### src/rtl/top_if.sv
// Game I/O bundle for the Minesweeper core: buttons, mine-map write port,
// game-over flag and raster pixel.
interface top_if;
   logic       mark;
   logic       tap;
   logic       left_button;
   logic       right_button;
   logic       up_button;
   logic       down_button;
   logic       D;
   logic       WE;
   logic [7:0] write;
   logic       dead;
   logic       rgb;

   // Driver side: buttons and mine loader.
   modport master (
      output mark, tap, left_button, right_button, up_button, down_button,
      output D, WE, write,
      input  dead, rgb
   );

   // Game core side.
   modport slave (
      input  mark, tap, left_button, right_button, up_button, down_button,
      input  D, WE, write,
      output dead, rgb
   );
endinterface

### src/rtl/top.sv
// 16x16 Minesweeper core: mine map, revealed/flag state, cursor,
// button edge detection and a one-cell-per-clock raster stream.
module top (
   input  logic  clk,
   input  logic  rst,
   top_if.slave  bus
);

   logic [255:0] mine_r;
   logic [255:0] revealed_r;
   logic [255:0] flag_r;
   logic [3:0]   row_r;
   logic [3:0]   col_r;
   logic         dead_r;
   logic [7:0]   scan_r;

   logic         mark_q_r;
   logic         tap_q_r;
   logic         left_q_r;
   logic         right_q_r;
   logic         up_q_r;
   logic         down_q_r;

   logic         mark_ev_s;
   logic         tap_ev_s;
   logic         left_ev_s;
   logic         right_ev_s;
   logic         up_ev_s;
   logic         down_ev_s;
   logic [7:0]   cur_s;
   logic [3:0]   col_next_s;
   logic [3:0]   row_next_s;

   assign mark_ev_s  = bus.mark         & ~mark_q_r;
   assign tap_ev_s   = bus.tap          & ~tap_q_r;
   assign left_ev_s  = bus.left_button  & ~left_q_r;
   assign right_ev_s = bus.right_button & ~right_q_r;
   assign up_ev_s    = bus.up_button    & ~up_q_r;
   assign down_ev_s  = bus.down_button  & ~down_q_r;

   // Cell under the cursor before any move applied this cycle.
   assign cur_s = {row_r, col_r};

   // Next cursor position; opposing events on the same axis cancel out.
   always_comb begin
      col_next_s = col_r;
      row_next_s = row_r;
      case ({left_ev_s, right_ev_s})
         2'b10:   col_next_s = col_r - 4'd1;
         2'b01:   col_next_s = col_r + 4'd1;
         default: col_next_s = col_r;
      endcase
      case ({up_ev_s, down_ev_s})
         2'b10:   row_next_s = row_r - 4'd1;
         2'b01:   row_next_s = row_r + 4'd1;
         default: row_next_s = row_r;
      endcase
   end

   // Button history, scan counter, mine loading and game actions.
   always_ff @(posedge clk) begin
      if (rst) begin
         mine_r     <= 256'd0;
         revealed_r <= 256'd0;
         flag_r     <= 256'd0;
         row_r      <= 4'd0;
         col_r      <= 4'd0;
         dead_r     <= 1'b0;
         scan_r     <= 8'd0;
         mark_q_r   <= 1'b0;
         tap_q_r    <= 1'b0;
         left_q_r   <= 1'b0;
         right_q_r  <= 1'b0;
         up_q_r     <= 1'b0;
         down_q_r   <= 1'b0;
      end else begin
         mark_q_r  <= bus.mark;
         tap_q_r   <= bus.tap;
         left_q_r  <= bus.left_button;
         right_q_r <= bus.right_button;
         up_q_r    <= bus.up_button;
         down_q_r  <= bus.down_button;
         scan_r    <= scan_r + 8'd1;

         // The loader works regardless of game state; taps below see the
         // pre-write mine value because of non-blocking semantics.
         if (bus.WE) begin
            mine_r[bus.write] <= bus.D;
         end

         if (!dead_r) begin
            col_r <= col_next_s;
            row_r <= row_next_s;
            if (tap_ev_s) begin
               // Tap wins over a simultaneous mark.
               if (!flag_r[cur_s] && !revealed_r[cur_s]) begin
                  revealed_r[cur_s] <= 1'b1;
                  if (mine_r[cur_s]) begin
                     dead_r <= 1'b1;
                  end
               end
            end else if (mark_ev_s) begin
               if (!revealed_r[cur_s]) begin
                  flag_r[cur_s] <= ~flag_r[cur_s];
               end
            end
         end
      end
   end

   assign bus.dead = dead_r;
   assign bus.rgb  = (scan_r == cur_s) | revealed_r[scan_r] | (dead_r & mine_r[scan_r]);

endmodule

### src/flat_wrapper.sv
// flat-port wrapper written by rule: the top's interface ports become plain ports
module top_flat 
  (clk, rst, bus_mark, bus_tap, bus_left_button, bus_right_button, bus_up_button, bus_down_button, bus_D, bus_WE, bus_write, bus_dead, bus_rgb);
  top_if bus_i ();
  input  logic clk;
  input  logic rst;
  input wire logic [$bits(bus_i.mark)-1:0] bus_mark;
  input wire logic [$bits(bus_i.tap)-1:0] bus_tap;
  input wire logic [$bits(bus_i.left_button)-1:0] bus_left_button;
  input wire logic [$bits(bus_i.right_button)-1:0] bus_right_button;
  input wire logic [$bits(bus_i.up_button)-1:0] bus_up_button;
  input wire logic [$bits(bus_i.down_button)-1:0] bus_down_button;
  input wire logic [$bits(bus_i.D)-1:0] bus_D;
  input wire logic [$bits(bus_i.WE)-1:0] bus_WE;
  input wire logic [$bits(bus_i.write)-1:0] bus_write;
  output wire logic [$bits(bus_i.dead)-1:0] bus_dead;
  output wire logic [$bits(bus_i.rgb)-1:0] bus_rgb;
  assign bus_i.mark = bus_mark;
  assign bus_i.tap = bus_tap;
  assign bus_i.left_button = bus_left_button;
  assign bus_i.right_button = bus_right_button;
  assign bus_i.up_button = bus_up_button;
  assign bus_i.down_button = bus_down_button;
  assign bus_i.D = bus_D;
  assign bus_i.WE = bus_WE;
  assign bus_i.write = bus_write;
  assign bus_dead = bus_i.dead;
  assign bus_rgb = bus_i.rgb;
  top u_core (.clk(clk), .rst(rst), .bus(bus_i));
endmodule
### config.mk
export PLATFORM = sky130hd
export DESIGN_NAME = top_flat
export DESIGN_NICKNAME = d
export VERILOG_FILES = /design/src/rtl/top_if.sv /design/src/rtl/top.sv /design/src/flat_wrapper.sv
export SDC_FILE = /design/constraint.sdc
export NUM_CORES = 2
export LEC_CHECK = 0
export BUFFER_PORTS_ARGS = -buffer_cell sky130_fd_sc_hd__buf_2
export CAP_MARGIN = 20
export CORE_ASPECT_RATIO = 1.2
export CORE_UTILIZATION = 45
export DETAILED_ROUTE_END_ITERATION = 16
export PLACE_DENSITY = 0.65
export SETUP_SLACK_MARGIN = 0.3
export SLEW_MARGIN = 20
export SYNTH_ARGS = -nofsm -noshare
export SYNTH_HDL_FRONTEND = slang
export SYNTH_SLANG_ARGS = --single-unit
### constraint.sdc
create_clock -name clk -period 5.4 [get_ports clk]
set_input_delay 1.08 -clock clk [delete_from_list [all_inputs] [get_ports clk]]
set_output_delay 1.08 -clock clk [all_outputs]
set_load 0.02 [all_outputs]
==> reports/metrics.csv <==
metric,value,unit
final setup TNS,0,ns
Worst EP required,4.32,ns
Core Area,95400,um^2
WP data arrival,3.93,ns
Routed Antenna Nets,0,
cell family with most CP delay,compound AO/OA/AOI/OAI gates,
reg2reg setup slack,0.83,ns
Static Leak,14.1,nW
mapped cell area,43500,um^2
crit path from,u_core.scan_r[1],
area delta synth->final,8.11,%
WP buf/inv,3,
setup violators final,0,
total grt overflow,0,
Die Y,342,um
clk_skew,0.0295,ns
final hold violations,0,
TritonCTS Sinks,791,
Worst setup SP type,flop,
Die Wd,286,um
critical path depth,10,
DRC,0,
Mapped Cells,4755,
Tot GR Track Use,0.300,
clk buf depth,3,
Register Area,15900,um^2
top_reg_cell synth,dfxtp_1,
CP most frequent cell,buf_4,
latest clock arrival within the worst-skew pair,0.67,ns
Avg WL per Cell,26.1,um
fill cell count,8707,
global-route wire length before repair,229000,um
Post-synth EDFFs,0,
"FFs w/ async S/R, synth",0,
Root Buffer,clkbuf_16,
syn nets,4782,
Yosys top cell by area,dfxtp_1,
Vias/cell,6.79,
end point of the critical path,bus_rgb,
area of the multi-input gates,24500,um^2
Post-Route WL,150000,um
TritonCTS clock tree,done,
synthesized area per cell,9.14,um^2
PwrDens,374,nW/um^2
crit end category,primary output,
"Distinct cells, synth",67,
Synth area leaders,"dfxtp_1, mux4_2, mux2i_1",
met1 wire length,57100,um
initial antenna violation count,4,
"Period Utilization, post-route",0.927,
Critical R2R Capture,u_core.revealed_r[200],
Ys Warns,0,
largest net degree at the start of global routing,212,
vias in the first global route,37100,
critical-path maximum fanout,32,
HPWL after DPL,89100,um
Crit-path slowest cell,dfxtp_4,
Critical R2R Launch,u_core.col_r[1],
outcome,"finished, final reports clean",
setup repair after global routing missed its margin,no,
Seq cells post-synth,791,
DP Area,44000,um^2
initial detailed-routing violation count,4645,
metal3 WL,13500,um
minimum clock period after layout,5.01,ns
final hold slack,0.461,ns
routability cong.,0.891,
Vias,39200,
Min-Delay Path Class,flop to flop,
Reg2Reg Depth,11,
final core occ,0.492,
"Reg clk slew, reported paths",0.06,ns
max_slew headroom,0.179,
Initial Utilization,0.455,
CP cell instances,"nand2_1, buf_4, o221ai_1, o22ai_1, nor4_1, a2111oi_2, buf_4, o21ai_0, o21a_1, buf_2",
fin. max-slew vios,0,
WS Path Type,flop to primary output,
worst slew pin tran,1.23,ns
nets,4467,
Port Buffers,19,
worst vdd ir,0.414,mV
Fmax,200,MHz
Core Rows,124,
MaxCap Viol Count,0,
CP max stage delay,0.69,ns
top routing layer in use,met5,
Finished Cell Area,47000,um^2
layout cell share with drive strength beyond 1,0.156,
die footprint,97800,um^2
htree depth,3,
length of the first detailed-routing pass in iterations,6,
Synth top area share,0.364,
# IOs,20,
DR WL met2,70500,um
CTS Buf Count,86,
register area share after synthesis,0.364,
per-stage QoR:
stage	total power (W)	instances	setup slack (ns)
after global routing	0.0180	5766	0.326
after detailed placement	0.0113	5610	0.836
after CTS	0.0174	5765	0.333
after global placement	0.0113	5610	0.840
after floorplan	0.00986	4755	1.04
final	0.0175	5767	0.393
layout by cell type (no fill, tap or decap), types with 77 or more instances in the layout:
cell         n
o21ai_1    112
clkbuf_16   87
a31oi_1    108
o32ai_1     77
mux2i_1    204
nor2_1     112
o21ai_0    394
nand3_1    402
o211ai_1   142
dfxtp_1    784
a21oi_1    396
mux4_2     265
inv_1      188
nor2b_1    155
nand2_1    343
o32ai_2    103
buf_4      109
area by class of cell:
class	count	area share
multi-input combinational	3219	0.523
sequential	791	0.338
clock buffer	123	0.0528
tap	1260	0.0336
timing repair buffer	150	0.0289
inverter	192	0.0155
clock inverter	31	0.00908
antenna	1	0.0000533
power by group:
group          switching (W)  internal [W]  leakage, nW
Combinational        0.00398       0.00128         6.30
Sequential          0.000184       0.00589         6.38
Clock                0.00262       0.00360         1.43
Total                0.00678        0.0108         14.1
synthesized netlist by cell type, drive strengths merged (10+ instances only):
cell,count
o41ai,35
mux4,265
nor3,24
a22oi,47
o22ai,24
a31oi,108
a21oi,396
and3,23
o2bb2ai,44
nor4,10
buf,143
a211oi,11
inv,190
xor2,10
o221ai,32
nand2b,19
o211ai,143
dfxtp,791
o32ai,180
nand3,405
o311ai,12
nor2b,157
mux2i,204
clkbuf,410
nor2,121
or4,10
nand2,344
xnor2,10
o21ai,508
worst register-to-register path, cell delays in order (launching register included):
cell      delay [ns]
dfxtp_4         0.81
buf_12          0.33
buf_4           0.46
mux2i_1         0.30
a22oi_1         0.09
and3_1          0.19
a311oi_1        0.49
o31a_2          0.32
nand2_1         0.12
o22a_4          0.56
buf_12          0.36
o41ai_1         0.42
what timing repair did:
action,in CTS,in global routing
endpoints found under the setup margin,1,1
pin swaps,0,0
hold buffers,0,0
setup buffers,1,1
gates cloned,0,0
endpoints found under the hold margin,0,0
resized for setup,2,2
flip-flops by register name (all words and copies together) (netlist names):
register,cells
u_core.flag_r,256
u_core.mine_r,256
u_core.revealed_r,256
u_core.scan_r,8
u_core.col_r,4
u_core.row_r,4
u_core.bus.dead,1
u_core.down_q_r,1
u_core.left_q_r,1
u_core.mark_q_r,1
u_core.right_q_r,1
u_core.tap_q_r,1
u_core.up_q_r,1
how the worst min path moves through the flow:
| stage | end | from | slack [ns] | depth (start not counted) |
|---|---|---|---|---|
| CTS | u_core.flag_r[184] | u_core.flag_r[184] | 0.46 | 2 |
| global placement | u_core.flag_r[190] | u_core.flag_r[190] | 0.44 | 2 |
| floorplan | u_core.flag_r[180] | u_core.flag_r[180] | 0.43 | 2 |
| global route | u_core.flag_r[178] | u_core.flag_r[178] | 0.48 | 2 |
| finish | u_core.flag_r[190] | u_core.flag_r[190] | 0.46 | 2 |
| detailed placement | u_core.flag_r[184] | u_core.flag_r[184] | 0.45 | 2 |
layer usage:
| metal | GRT usage | vias up |
|---|---|---|
| met1 | 0.374 | 19300 |
| li1 | - | 17200 |
| met4 | 0.172 | 6 |
| met2 | 0.486 | 2108 |
| met3 | 0.0551 | 555 |
| met5 | 0 | - |
cells by family after synthesis:
family	after synthesis	share of synthesized area
buffers and inverters	745	0.0729
XOR/XNOR	20	0.00403
multiplexers	475	0.186
flip-flops	791	0.364
AND/OR/NAND/NOR	1139	0.126
AO/OA/AOI/OAI	1576	0.244
adder cells (fa/ha/maj)	9	0.00294
Note: power is estimated with default switching activity, not from simulation.
